## src/rtl/mac_seq_ctrl.sv

```systemverilog
// Job sequencer for the 4-bit MAC: buffers up to DEPTH operand pairs, streams them
// into the MAC on consecutive cycles and returns the MAC result with a one-cycle pulse.
module mac_seq_ctrl #(
  parameter int DEPTH   = 4,
  parameter int TIMEOUT = 15,
  parameter int DATA_W  = 4
) (
  input  logic              clk,
  input  logic              rst_n,
  input  logic              start,
  input  logic [2:0]        cfg_len,
  input  logic              ld_valid,
  input  logic [DATA_W-1:0] ld_a,
  input  logic [DATA_W-1:0] ld_b,
  output logic              ld_ready,
  output logic [DATA_W-1:0] mac_in1,
  output logic [DATA_W-1:0] mac_in2,
  output logic              mac_in_valid,
  input  logic [9:0]        mac_out,
  input  logic              mac_out_valid,
  output logic [9:0]        res,
  output logic              res_valid,
  output logic              busy,
  output logic              err
);

  localparam int AW = (DEPTH > 1) ? $clog2(DEPTH) : 1;
  localparam int CW = $clog2(TIMEOUT + 1);
  localparam logic [2:0]    DEPTH_L  = 3'(DEPTH);
  localparam logic [CW-1:0] TMO_LAST = CW'(TIMEOUT - 1);

  typedef enum logic [2:0] {S_IDLE, S_LOAD, S_FEED, S_WAIT, S_DONE} state_t;

  state_t              state_q, state_d;
  logic [2:0]          idx_q, idx_d;
  logic [2:0]          len_q, len_d;
  logic [CW-1:0]       cnt_q, cnt_d;
  logic                err_d;
  logic [9:0]          res_d;
  logic [2*DATA_W-1:0] feed_d;
  logic                wr_en;
  logic [AW-1:0]       rd_sel;
  logic [2*DATA_W-1:0] pair_mem [DEPTH];

  assign rd_sel = AW'(idx_q + 3'd1);

  always_comb begin
    state_d = state_q;
    idx_d   = idx_q;
    len_d   = len_q;
    cnt_d   = cnt_q;
    err_d   = err;
    res_d   = res;
    feed_d  = '0;
    wr_en   = 1'b0;
    unique case (state_q)
      S_IDLE: begin
        if (start) begin
          if ((cfg_len != 3'd0) && (cfg_len <= DEPTH_L)) begin
            len_d   = cfg_len;
            idx_d   = 3'd0;
            err_d   = 1'b0;
            state_d = S_LOAD;
          end else begin
            err_d = 1'b1;
          end
        end
      end
      S_LOAD: begin
        if (ld_valid && ld_ready) begin
          wr_en = 1'b1;
          if (idx_q == len_q - 3'd1) begin
            idx_d   = 3'd0;
            state_d = S_FEED;
            // A single-pair job is being written this very edge, so bypass the buffer
            feed_d  = (idx_q == 3'd0) ? {ld_a, ld_b} : pair_mem[0];
          end else begin
            idx_d = idx_q + 3'd1;
          end
        end
      end
      S_FEED: begin
        if (idx_q == len_q - 3'd1) begin
          idx_d   = 3'd0;
          cnt_d   = '0;
          state_d = S_WAIT;
        end else begin
          idx_d  = idx_q + 3'd1;
          feed_d = pair_mem[rd_sel];
        end
      end
      S_WAIT: begin
        if (mac_out_valid) begin
          res_d   = mac_out;
          state_d = S_DONE;
        end else if (cnt_q == TMO_LAST) begin
          err_d   = 1'b1;
          state_d = S_IDLE;
        end else begin
          cnt_d = cnt_q + CW'(1);
        end
      end
      S_DONE:  state_d = S_IDLE;
      default: state_d = S_IDLE;
    endcase
  end

  // Registered control and outputs: each output is decoded from the next state
  always_ff @(posedge clk or negedge rst_n) begin
    if (!rst_n) begin
      state_q      <= S_IDLE;
      idx_q        <= '0;
      len_q        <= '0;
      cnt_q        <= '0;
      err          <= 1'b0;
      res          <= '0;
      ld_ready     <= 1'b0;
      mac_in_valid <= 1'b0;
      mac_in1      <= '0;
      mac_in2      <= '0;
      res_valid    <= 1'b0;
      busy         <= 1'b0;
    end else begin
      state_q      <= state_d;
      idx_q        <= idx_d;
      len_q        <= len_d;
      cnt_q        <= cnt_d;
      err          <= err_d;
      res          <= res_d;
      ld_ready     <= (state_d == S_LOAD);
      mac_in_valid <= (state_d == S_FEED);
      mac_in1      <= feed_d[2*DATA_W-1:DATA_W];
      mac_in2      <= feed_d[DATA_W-1:0];
      res_valid    <= (state_d == S_DONE);
      busy         <= (state_d != S_IDLE);
    end
  end

  // Operand buffer holds no reset; its contents are only read after being written
  always_ff @(posedge clk) begin
    if (wr_en) pair_mem[AW'(idx_q)] <= {ld_a, ld_b};
  end

endmodule

```

## config.mk

```make
export PLATFORM = sky130hd
export DESIGN_NAME = mac_seq_ctrl
export DESIGN_NICKNAME = d
export VERILOG_FILES = /design/src/rtl/mac_seq_ctrl.sv
export SDC_FILE = /design/constraint.sdc
export NUM_CORES = 1
export LEC_CHECK = 0
export BUFFER_PORTS_ARGS = -buffer_cell sky130_fd_sc_hd__buf_2
export CORE_ASPECT_RATIO = 1.75
export CORE_MARGIN = 2
export CORE_UTILIZATION = 43
export CTS_BUF_LIST = sky130_fd_sc_hd__clkbuf_4
export CTS_CLUSTER_DIAMETER = 100
export DETAILED_ROUTE_END_ITERATION = 6
export SYNTH_ARGS = -nofsm -noshare
export SYNTH_HDL_FRONTEND = slang
export SYNTH_SLANG_ARGS = --single-unit
export TNS_END_PERCENT = 50
```

## constraint.sdc

```tcl
create_clock -name clk -period 4.51 [get_ports clk]
set_input_delay 0.451 -clock clk [delete_from_list [all_inputs] [get_ports clk]]
set_output_delay 0.451 -clock clk [all_outputs]
set_load 0.05 [all_outputs]
```

==> results of run 1 <==
-- cells in the mapped netlist, drive strengths merged, types with 5 or more instances --
library cell / count
and2: 5
nand4: 5
nand2: 40
dfrtp: 36
mux2i: 8
edfxtp: 32
ha: 7
nor2: 5
inv: 9
buf: 9
mux4: 8
o21ai: 16
nand3: 15
-- power by group through the flow --
stage / clock [mW] / combinational (mW) / sequential [mW]
floorplan: 0 / 0.581 / 1.13
global placement: 0 / 0.969 / 0.920
detailed placement: 0 / 0.981 / 0.923
CTS: 0.466 / 0.986 / 0.909
global route: 0.492 / 1.05 / 0.931
finish: 0.457 / 0.970 / 0.905
-- per-layer routing --
metal	up-vias	track usage, %	wire [um]
met5	-	0	0
met4	0	9.66	114
met3	8	4.11	181
met2	37	30.4	3390
met1	928	18.6	2250
li1	917	-	-
-- per-stage QoR --
step / hold WS, ns / util [%] / power, mW / instance area [sq um] / setup WS [ns]
after CTS: 0.127 / 50.3 / 2.36 / 3450 / 2.14
after detailed placement: 0.457 / 47.9 / 1.90 / 3290 / 2.17
final: 0.111 / 50.3 / 2.33 / 3450 / 2.20
after global routing: 0.162 / 50.3 / 2.47 / 3450 / 2.00
after floorplan: 0.155 / - / 1.71 / 3020 / 2.79
after global placement: 0.454 / 47.9 / 1.89 / 3290 / 2.19
-- flip-flops by register name, indices dropped and copies added (netlist names), 3 cells and up --
signal    cells
cnt_q         4
idx_q         3
len_q         3
mac_in1       4
mac_in2       4
pair_mem     32
res          10
state_q       3
-- critical path, stage by stage, from the launching register on --
cell     delay [ns]
dfrtp_1        0.63
inv_1          0.22
ha_1           0.18
nor2b_1        0.79
mux2i_1        0.31
o21ai_2        0.06
-- kinds of logic (layout without fill, tap and decap cells) --
logic type	after synthesis	after routing	synth area share, %
AND/OR/NAND/NOR	87	87	15.3
multiplexers	16	16	8.61
AO/OA/AOI/OAI	25	25	5.92
XOR/XNOR	5	5	1.90
adder cells (fa/ha/maj)	7	7	2.90
buffers and inverters	20	73	3.81
flip-flops	68	68	61.6
-- final cells by class --
class,count,area [sq um]
timing repair buffer,48,240
clock inverter,5,77.6
clock buffer,11,82.6
fill,602,3410
inverter,9,33.8
tap,84,105
sequential,68,1860
multi-input combinational,140,1050
-- how the worst max path moves through the flow --
| stage | cells after the start | start | slack (ns) | endpoint |
|---|---|---|---|---|
| after CTS | 4 | idx_q[0] | 2.14 | mac_in1[2] |
| after global routing | 4 | idx_q[0] | 2.00 | mac_in1[2] |
| final | 5 | idx_q[0] | 2.20 | mac_in1[2] |
| after floorplan | 5 | state_q[2] | 2.79 | pair_mem[3][0] |
| after global placement | 5 | idx_q[0] | 2.19 | mac_in1[2] |
| after detailed placement | 4 | idx_q[0] | 2.17 | mac_in1[3] |
==> reports/summary.txt, run 1 <==
Avg Cell Area, Syn - 13.3 sq um
pin count of the biggest net entering global routing - 37
synthesis-stage register bit count - 68
initial drt markers - 158
ys async rst share - 52.9%
skew final - 0.0201 ns
Slew headroom - 33.9%
area of the core - 6860 sq um
clk sinks - 68
RSZ-0062 raised after global routing - false
reg2reg path depth - 5
CTS tree - built
hpwl dp - 4.19 mm
Final Cycle Share - 51.2%
final slew viol count - 0
RR Startpoint - idx_q[0]
R2R Setup Slk - 2.20 ns
P_int - 1.36 mW
Ports - 49
Final setup viols - 0
Root Buffer - clkbuf_4
reg2reg end - mac_in1[2]
synthesized area - 3020 sq um
Pwr Density - 676 nW/um^2
dominant synthesized flop cell - dfrtp_1
critical path class - reg2reg
antenna violations before repair - 0
share of cells above drive strength 1 - 31.0%
GP Congestion - 0.777
Fin. Hold Viols - 0
leading cell type in the layout, fill and taps excluded - buf_2
Hold-fix buffers, CTS - 0
Max Freq - 433 MHz
CP startpoint kind - register
H-tree Lvls - 3
cts repair resizes - 0
Ys Warns - 0
switch share - 41.7%
Clock Path Buffers - 2
clock latency at the later pin of the worst-skew pair - 0.43 ns
vias - 1890
Gate power share - 41.6%
synth unique cells - 43
post-synthesis sequential area ratio - 61.6%
wire length per cell - 16.3 um
fin cells - 365
Die Wd - 67.4 um
Final nets - 309
Leak Pwr - 1.55 nW
status - complete, no violations
# DRC - 0
most frequent cells in the layout - buf_2 (48), nand2_1 (40), dfrtp_1 (36)
Rows - 40
Yosys top cell area share - 31.8%
Hold WC Path Type - in2async
max cap viols - 0
crit path DAT - 2.62 ns
CP Capture Type - register
DR pass1 iterations - 4
switching pwr - 0.971 mW
initial core utilization - 44.1%
total negative setup slack - 0 ns
Worst-path clk slew - 0.12 ns
placed cells - 349
GRT Total Usage - 17.4%
post-synth top area cell - edfxtp_1
cts bufs inserted - 9
Vias/cell - 5.18
Die ar. - 7740 sq um
top post-synthesis cells by area - edfxtp_1 (32%), dfrtp_1 (30%), mux4_2 (6.0%)
Max VDD drop - 0.343 mV
Min Clock Period, post-route - 2.31 ns
total grt overflow - 0
Post-synth EDFFs - 32
Reg power frac - 38.8%
n_diodes - 0
worst-path fanout max - 12
Post-DRT Antenna Nets - 0
Layout area overhead - 14.0%
Slew @ Worst Pin - 0.990 ns
PortBufs - 48
Mapped Nets - 261
Clock Power Share - 19.6%
CP required - 4.82 ns
first-pass GRT wire length - 9.42 mm
vias in the first global route - 1908
Routed WL - 5.94 mm
Mapped Cells - 228
Post-CTS Setup Inserts - 0
Die H - 115 um
Power figures use the tool's default switching activity.
==> run 2, diff against run 1 <==
Clock period 4.51 ns to 2.4 ns, I/O delays scaled along.
==> reports/summary.txt, run 2 (synthesis gave the netlist of run 1 again) <==
DR pass1 iterations - 4
RSZ-0062 raised after global routing - false
vias in the first global route - 1966
CTS tree - built
R2R Setup Slk - 0.47 ns
crit-path max cell delay - 0.54 ns
Pwr Density - 1210 nW/um^2
# DRC - 0
met3 WL - 165 um
CP required - 2.48 ns
Buf/Inv on CP - 0
CP Cell Sequence - or3b_1 > nor2_8 > and2_1
Multi-input gate area - 1050 sq um
n_diodes - 0
worst setup path start - state_q[0]
Hold WC Path Type - in2reg
reg2reg end - pair_mem[0][1]
crit path DAT - 2.01 ns
Max VDD drop - 0.458 mV
clk sinks - 68
placed cells - 353
share of cells above drive strength 1 - 30.2%
cts repair resizes - 0
Fin. Hold Viols - 0
CP top delay family - simple AND/OR/NAND/NOR gates
leading cell type in the layout, fill and taps excluded - buf_2
Post-Route Utilization - 51.8%
cts bufs inserted - 9
antenna violations before repair - 0
Max Freq - 517 MHz
Leak Pwr - 1.59 nW
Final setup viols - 0
fill count - 595
GRT Total Usage - 17.3%
vias - 1906
Die Wd - 67.4 um
highest routed layer - met4
Min Clock Period, post-route - 1.93 ns
Hold Path Depth - 3
max cap viols - 0
reg2reg path depth - 3
PortBufs - 48
Routed WL - 5.76 mm
Slew headroom - 46.4%
pin count of the biggest net entering global routing - 37
Die H - 115 um
Final Cycle Share - 80.6%
CP endpoint - pair_mem[0][1]
skew final - 0.0174 ns
register area - 1860 sq um
hpwl dp - 4.21 mm
Clock Path Buffers - 2
worst-path fanout max - 9
total grt overflow - 0
final slew viol count - 0
Vias/cell - 5.03
GP Congestion - 0.788
hold_sp - mac_out[1]
CP max stage cell - or3b_1
initial core utilization - 44.1%
area of the core - 6860 sq um
CP startpoint kind - register
total negative setup slack - 0 ns
Ports - 49
clock latency at the later pin of the worst-skew pair - 0.42 ns
WP depth - 3
Root Buffer - clkbuf_4
fin cells - 379
Largest Register - pair_mem
wire length per cell - 15.2 um
Die ar. - 7740 sq um
CP Capture Type - register
met2 routed WL - 3.16 mm
RR Startpoint - state_q[0]
Worst-path clk slew - 0.10 ns
H-tree Lvls - 3
M1 WL - 2.24 mm
initial drt markers - 122
Final nets - 323
max FFs per register - 32
Post-DRT Antenna Nets - 0
critical path class - reg2reg
Largest regs - pair_mem x32, res x10
Layout area overhead - 17.5%
Slew @ Worst Pin - 0.804 ns
first-pass GRT wire length - 9.57 mm
Rows - 40
status - complete, no violations
most frequent cells in the layout - buf_2 (48), nand2_1 (40), dfrtp_1 (36)
-- run 2: through the flow --
stage | power, mW | hold WS [ns] | cell area, sq um | setup WS (ns)
6_report | 4.30 | 0.0261 | 3550 | 0.466
3_3_place_gp | 3.59 | 0.374 | 3320 | 0.510
5_1_grt | 4.59 | 0.0210 | 3550 | 0.343
4_1_cts | 4.35 | 0.00182 | 3550 | 0.445
2_1_floorplan | 3.22 | -0.0556 | 3020 | 0.683
3_5_place_dp | 3.60 | 0.379 | 3320 | 0.458
-- run 2: cell type report --
cell class                      instances  area share (%)
Timing Repair Buffer                   62            10.4
Tap cell                               84            2.96
Multi-Input combinational cell        140            29.4
Sequential cell                        68            52.4
Inverter                                9           0.951
Clock buffer                           11            2.32
Clock inverter                          5            1.48
-- run 2: tightest hold or removal path: stages --
cell and delay, ns:
buf_2 0.07, nand2_1 0.04, nand2_1 0.05
-- run 2: worst min-delay path by stage --
stage	to	slack (ns)
2_1_floorplan	busy	-0.06
3_3_place_gp	idx_q[0]	0.37
3_5_place_dp	idx_q[0]	0.38
4_1_cts	len_q[2]	0.002
5_1_grt	len_q[2]	0.02
6_report	res[1]	0.03
-- run 2: repair_timing --
action                    CTS  global route
hold buffers               10             0
setup buffers               0             0
hold endpoints to repair   45             0
-- run 2: routing by layer --
layer | global-route usage (%) | vias up
met5 | 0 | -
met4 | 11.6 | 0
met3 | 3.33 | 15
met2 | 29.5 | 39
met1 | 18.9 | 905
li1 | - | 947
-- run 2: report_power, final --
group          switching, mW  internal [mW]
sequential             0.162           1.50
combinational           1.24          0.672
clock                  0.390          0.334
